### config.mk
export PLATFORM = sky130hd
export DESIGN_NAME = id_hazard_ctrl
export DESIGN_NICKNAME = d
export VERILOG_FILES = /design/src/rtl/id_hazard_ctrl_pkg.sv /design/src/rtl/id_hazard_ctrl_det.sv /design/src/rtl/id_hazard_ctrl.sv
export SDC_FILE = /design/constraint.sdc
export NUM_CORES = 1
export LEC_CHECK = 0
export ABC_AREA = 1
export BUFFER_PORTS_ARGS = -buffer_cell sky130_fd_sc_hd__buf_2
export CORE_ASPECT_RATIO = 2
export CORE_UTILIZATION = 25
export CTS_CLUSTER_DIAMETER = 40
export DETAILED_ROUTE_END_ITERATION = 12
export SETUP_SLACK_MARGIN = 0.05
export SYNTH_ARGS = -nofsm -noshare
export SYNTH_HDL_FRONTEND = slang
export SYNTH_HIERARCHICAL = 1
export SYNTH_SLANG_ARGS = --single-unit
### constraint.sdc
create_clock -name i_clk -period 1.5 [get_ports i_clk]
set_input_delay 0.3 -clock i_clk [delete_from_list [all_inputs] [get_ports i_clk]]
set_output_delay 0.3 -clock i_clk [all_outputs]
set_load 0.02 [all_outputs]
### src/rtl/id_hazard_ctrl_pkg.sv
// id_hazard_ctrl_pkg
//   Shared definitions for the decode-stage hazard controller:
//   - state_t : RUN / BUBBLE / FLUSH controller states
//   - OPC_*   : RV32 major opcodes whose source registers are tracked
package id_hazard_ctrl_pkg;

    typedef enum logic [1:0] {
        ST_RUN    = 2'd0,
        ST_BUBBLE = 2'd1,
        ST_FLUSH  = 2'd2
    } state_t;

    localparam logic [6:0] OPC_OPIMM  = 7'b0010011;
    localparam logic [6:0] OPC_LOAD   = 7'b0000011;
    localparam logic [6:0] OPC_STORE  = 7'b0100011;
    localparam logic [6:0] OPC_BRANCH = 7'b1100011;
    localparam logic [6:0] OPC_OP     = 7'b0110011;

endpackage

### src/rtl/id_hazard_ctrl_det.sv
// id_hazard_det
//   Combinational load-use hazard detector. Decodes which source registers
//   the held instruction actually reads and compares them against the
//   destination of a LOAD sitting in EX.
// Ports:
//   instr       in  25  low bits of the held instruction (opcode, rs1, rs2)
//   held_valid  in  1   held register contains an instruction
//   ex_mem_read in  1   EX instruction is a LOAD
//   ex_rd       in  5   EX destination register
//   hazard      out 1   load-use hazard present
module id_hazard_det
    import id_hazard_ctrl_pkg::*;
(
    input  logic [24:0] instr,
    input  logic        held_valid,
    input  logic        ex_mem_read,
    input  logic [4:0]  ex_rd,
    output logic        hazard
);

    logic [6:0] opcode;
    logic [4:0] rs1;
    logic [4:0] rs2;
    logic       use_rs1;
    logic       use_rs2;

    assign opcode = instr[6:0];
    assign rs1    = instr[19:15];
    assign rs2    = instr[24:20];

    // Only formats that really read a register may raise a hazard; for
    // I-type the rs2 field is immediate bits and must be ignored.
    always_comb begin
        use_rs1 = 1'b0;
        use_rs2 = 1'b0;
        case (opcode)
            OPC_OPIMM, OPC_LOAD: use_rs1 = 1'b1;
            OPC_STORE, OPC_BRANCH, OPC_OP: begin
                use_rs1 = 1'b1;
                use_rs2 = 1'b1;
            end
            default: ;
        endcase
    end

    // x0 is never written, so a LOAD to x0 cannot create a dependency.
    assign hazard = held_valid && ex_mem_read && (ex_rd != 5'd0) &&
                    ((use_rs1 && (rs1 == ex_rd)) || (use_rs2 && (rs2 == ex_rd)));

endmodule

### src/rtl/id_hazard_ctrl.sv
// id_hazard_ctrl
//   IF/ID holding register with load-use bubble insertion and branch flush.
//   Optional performance counters are built when ID_HAZARD_CNT_EN is defined.
// Ports:
//   i_clk, i_rst_n              clock, async active-low reset
//   i_if_valid / o_if_ready     fetch-to-decode handshake
//   i_if_instr / i_if_pc        fetched instruction and PC
//   o_id_valid / i_ex_ready     decode-to-execute handshake
//   o_id_instr / o_id_pc        held instruction and PC
//   i_ex_memRead / i_ex_rd      EX holds a LOAD, and its destination
//   i_branch_taken              EX redirect, younger instructions are dead
//   o_stall / o_flush           bubble / flush active this cycle
//   o_stall_cnt / o_flush_cnt   saturating counters (ID_HAZARD_CNT_EN only)
module id_hazard_ctrl
    import id_hazard_ctrl_pkg::*;
#(
    parameter int XLEN  = 32,
    parameter int CNT_W = 16
) (
    input  logic            i_clk,
    input  logic            i_rst_n,
    input  logic            i_if_valid,
    output logic            o_if_ready,
    input  logic [XLEN-1:0] i_if_instr,
    input  logic [XLEN-1:0] i_if_pc,
    output logic            o_id_valid,
    input  logic            i_ex_ready,
    output logic [XLEN-1:0] o_id_instr,
    output logic [XLEN-1:0] o_id_pc,
    input  logic            i_ex_memRead,
    input  logic [4:0]      i_ex_rd,
    input  logic            i_branch_taken,
    output logic            o_stall,
    output logic            o_flush
`ifdef ID_HAZARD_CNT_EN
    ,
    output logic [CNT_W-1:0] o_stall_cnt,
    output logic [CNT_W-1:0] o_flush_cnt
`endif
);

    state_t state;
    logic   held_valid;
    logic   hazard;
    logic   accept;
    logic   transfer;

    id_hazard_det u_det (
        .instr      (o_id_instr[24:0]),
        .held_valid (held_valid),
        .ex_mem_read(i_ex_memRead),
        .ex_rd      (i_ex_rd),
        .hazard     (hazard)
    );

    always_comb begin
        o_if_ready = 1'b0;
        o_id_valid = 1'b0;
        case (state)
            ST_RUN: begin
                o_id_valid = held_valid && !hazard;
                o_if_ready = !held_valid || (i_ex_ready && !hazard);
            end
            // Keep fetch draining wrong-path instructions; they are dropped.
            ST_FLUSH: o_if_ready = 1'b1;
            default: ;
        endcase
    end

    assign o_stall  = (state == ST_BUBBLE);
    assign o_flush  = (state == ST_FLUSH);
    assign accept   = i_if_valid && o_if_ready;
    assign transfer = o_id_valid && i_ex_ready;

    always_ff @(posedge i_clk or negedge i_rst_n) begin
        if (!i_rst_n) begin
            state <= ST_RUN;
        end else if (i_branch_taken) begin
            state <= ST_FLUSH;
        end else begin
            case (state)
                ST_RUN:  if (hazard) state <= ST_BUBBLE;
                default: state <= ST_RUN;
            endcase
        end
    end

    // Branch beats everything; BUBBLE freezes the register; FLUSH discards.
    always_ff @(posedge i_clk or negedge i_rst_n) begin
        if (!i_rst_n) begin
            held_valid <= 1'b0;
            o_id_instr <= '0;
            o_id_pc    <= '0;
        end else if (i_branch_taken || state == ST_FLUSH) begin
            held_valid <= 1'b0;
        end else if (state == ST_RUN) begin
            if (accept) begin
                held_valid <= 1'b1;
                o_id_instr <= i_if_instr;
                o_id_pc    <= i_if_pc;
            end else if (transfer) begin
                held_valid <= 1'b0;
            end
        end
    end

`ifdef ID_HAZARD_CNT_EN
    always_ff @(posedge i_clk or negedge i_rst_n) begin
        if (!i_rst_n) begin
            o_stall_cnt <= '0;
            o_flush_cnt <= '0;
        end else begin
            if (o_stall && (o_stall_cnt != '1)) o_stall_cnt <= o_stall_cnt + CNT_W'(1);
            if (o_flush && (o_flush_cnt != '1)) o_flush_cnt <= o_flush_cnt + CNT_W'(1);
        end
    end
`endif

endmodule
==> flow_metrics.py <==
metrics = {
    "die": {
        "ios": 143,
        "rows": 56,
        "die_h_um": 157,
        "dieArea_mm2": 0.0125,
        "die_w_um": 79.7,
        "core_mm2": 0.0118,
        "start_util": 0.256,
    },
    "setup_path": {
        "critPathKind": "reg -> out",
        "cp.arrival_ns": 1.63,
        "slowest_stage": "dfrtp_2",
        "crit_path_start_kind": "flop",
        "path_cells": "nand2_1, nand2_1, nor2_1, nand3_2, a21oi_4, inv_2, nand2_2, a21oi_2, buf_6",
        "slowest_delay_ns": 0.41,
        "cp_data_required_time_ns": 1.20,
        "critical_path.most_common_cell": "nand2_1",
        "end_kind": "output port",
        "path_max_fanout": 3,
        "reg2reg_slack_ns": -0.39,
    },
    "timing": {
        "setup_viol": 68,
        "finalWorstSetupSlack_ns": -0.432,
        "finClkSkew_ns": 0.00731,
        "fmaxAchievable_mhz": 517,
        "worstMarginPinSlew_ns": 0.379,
        "period_minus_slack_ns": 1.93,
        "maxSlewViolCount": 0,
        "rsz0062_at_grt": "yes",
        "timing.setup.tns_ns": -22.80,
        "hold_ws_ns": 0.149,
        "finalHoldViolCount": 0,
        "slew_headroom": 0.747,
        "fin_crit_sh": 1.29,
    },
    "flow_run": {
        "max_cap_violations": 0,
    },
    "global_route": {
        "grt_max_degree": 45,
        "grt_usage": 0.156,
        "antenna_found_initial": 2,
        "grt_pass1_wl_mm": 14.7,
        "grt_pass1_vias": 3074,
        "overflow": 0,
    },
    "clock_tree": {
        "cts_tree": "done",
        "clk_path_buf_depth": 2,
        "clock-sinks": 67,
        "clock_latency_ns": 0.33,
        "numCtsBuffers": 9,
        "clkSlewWorstSetupHoldPaths_ns": 0.06,
        "cts_root_buf": "clkbuf_16",
        "htree_levels": 3,
    },
    "routing": {
        "dr.pass1.iters": 4,
        "drc": 0,
        "vias_per_cell": 4.52,
        "vias": 3136,
        "wl_mm": 10.1,
        "initialDrtViolationCount": 194,
        "avgRoutedWirePerCell_um": 14.6,
        "postRouteAntennaNets": 0,
    },
    "layout": {
        "syn2layout_area_growth_pct": 55.1,
        "final_cells": 694,
        "fin_area_mm2": 0.00468,
        "nNetsFinal": 617,
        "final_util": 0.398,
        "drive_gt1_frac": 0.442,
    },
    "synthesis": {
        "synthCells": 370,
        "avgSynthCellArea_um2": 8.16,
        "ys_ff_latch": 67,
        "synth_cell_types": 17,
        "syn_nets": 445,
        "ys_warn_count": 6,
        "yosysSeqAreaShare": 0.556,
        "syn_area_mm2": 0.00302,
    },
    "run_status": {
        "outcome": "complete, but fails checks",
        "violations": "setup timing",
    },
    "power_and_ir_drop": {
        "power_frac_seq": 0.403,
        "switching_share": 0.327,
        "combPwrFrac": 0.264,
        "p_clk_frac": 0.333,
        "power_density_mw_per_mm2": 1220,
        "leakage_nw": 2.64,
        "switching_power_mw": 1.87,
        "vdd_drop_max_uv": 549,
        "totalPowerFinal_mw": 5.73,
        "power.internal_mw": 3.86,
    },
    "placed_design": {
        "portBuffers": 142,
        "hpwl_mm": 6.88,
        "routabilityCongestion": 0.832,
        "dp_cells": 660,
        "post_dp_cell_area_mm2": 0.00402,
        "pre_cts_ws_ns": -0.357,
    },
    "hold_path": {
        "hold_path.class": "in -> reg",
    },
}
-- worst max-delay path: cells and delay by family, from the launching register on --
kind | cells | cell delay, ns
flops | 1 | 0.41
buf+inv | 2 | 0.19
simple gates | 5 | 0.47
compound gates | 2 | 0.24
-- routing by layer --
metal,track usage,routed length [um]
met5,0,0
met4,0.104,376
met3,0.0354,481
met2,0.284,5610
met1,0.153,3660
-- what timing repair did --
item                                    CTS  global route
buffers inserted                          6             2
endpoints found under the setup margin   67            70
pin swaps                                 6            11
gates cloned                              0             7
resized for setup                        21            23
endpoints found under the hold margin    26             0
hold buffers                              1             0
-- placed cells by master (no fill, tap or decap), drive strengths merged, types with 2 or more instances in the layout --
master,synthesis,layout
nor3,2,2
nand3,67,67
dfrtp,67,67
clkinv,0,3
nand2,171,172
o21ai,2,2
diode,0,2
buf,20,176
clkbuf,2,18
nor2,14,14
inv,22,22
a21oi,2,2
-- synth_stat cells --
master / count / area, um^2
buf_4: 2 / 15.0
nand3_1: 67 / 335
nor2_2: 2 / 12.5
nor3_1: 2 / 10.0
o21ai_1: 2 / 10.0
dfrtp_1: 67 / 1680
nand2_1: 170 / 638
a21oi_2: 1 / 8.76
nand4_1: 1 / 6.26
buf_6: 11 / 124
nor2_1: 12 / 45.0
inv_1: 15 / 56.3
buf_2: 7 / 35.0
a21oi_1: 1 / 5.00
nand2_2: 1 / 6.26
clkbuf_1: 2 / 7.51
inv_2: 7 / 26.3
-- path summary, 6_finish.rpt --
kind	start	endpoint	depth (start not counted)
max	o_id_instr[20]	o_if_ready	9
min	i_branch_taken	state[1]	1
max reg2reg	o_id_instr[20]	o_id_instr[17]	13
min reg2reg	o_id_pc[0]	o_id_pc[0]	2
max in group asynchronous	i_rst_n	o_id_pc[31]	3
min in group asynchronous	i_rst_n	o_id_instr[3]	2
-- power groups by stage --
stage | logic, mW | clock network [mW] | registers (mW)
finish | 1.51 | 1.91 | 2.31
floorplan | 0.396 | 0 | 2.69
detailed placement | 1.44 | 0 | 2.33
global route | 1.65 | 2.06 | 2.35
global placement | 1.41 | 0 | 2.32
CTS | 1.46 | 1.97 | 2.31
-- state kept, by name, summed over array words and instances (netlist names) --
| register | count |
|---|---|
| o_id_instr | 32 |
| state | 2 |
| held_valid | 1 |
| o_id_pc | 32 |
-- cells by family (layout without fill, tap and decap cells) --
kind of cell,after synthesis,in the layout,synth area share
flops,67,67,0.556
other cells,0,2,0
buf+inv,44,220,0.0875
compound gates,4,4,0.00788
simple gates,255,256,0.349
-- final cells by class --
type	count	area, um^2
multi-input cells	260	1210
clock inverters	3	15.0
diodes	2	5.00
inverters	22	82.6
repair buffers	182	1240
fillers	1220	7090
flip-flops and latches	67	1690
well taps	145	181
clock buffers	13	250
(Power assumes the default switching activity.)
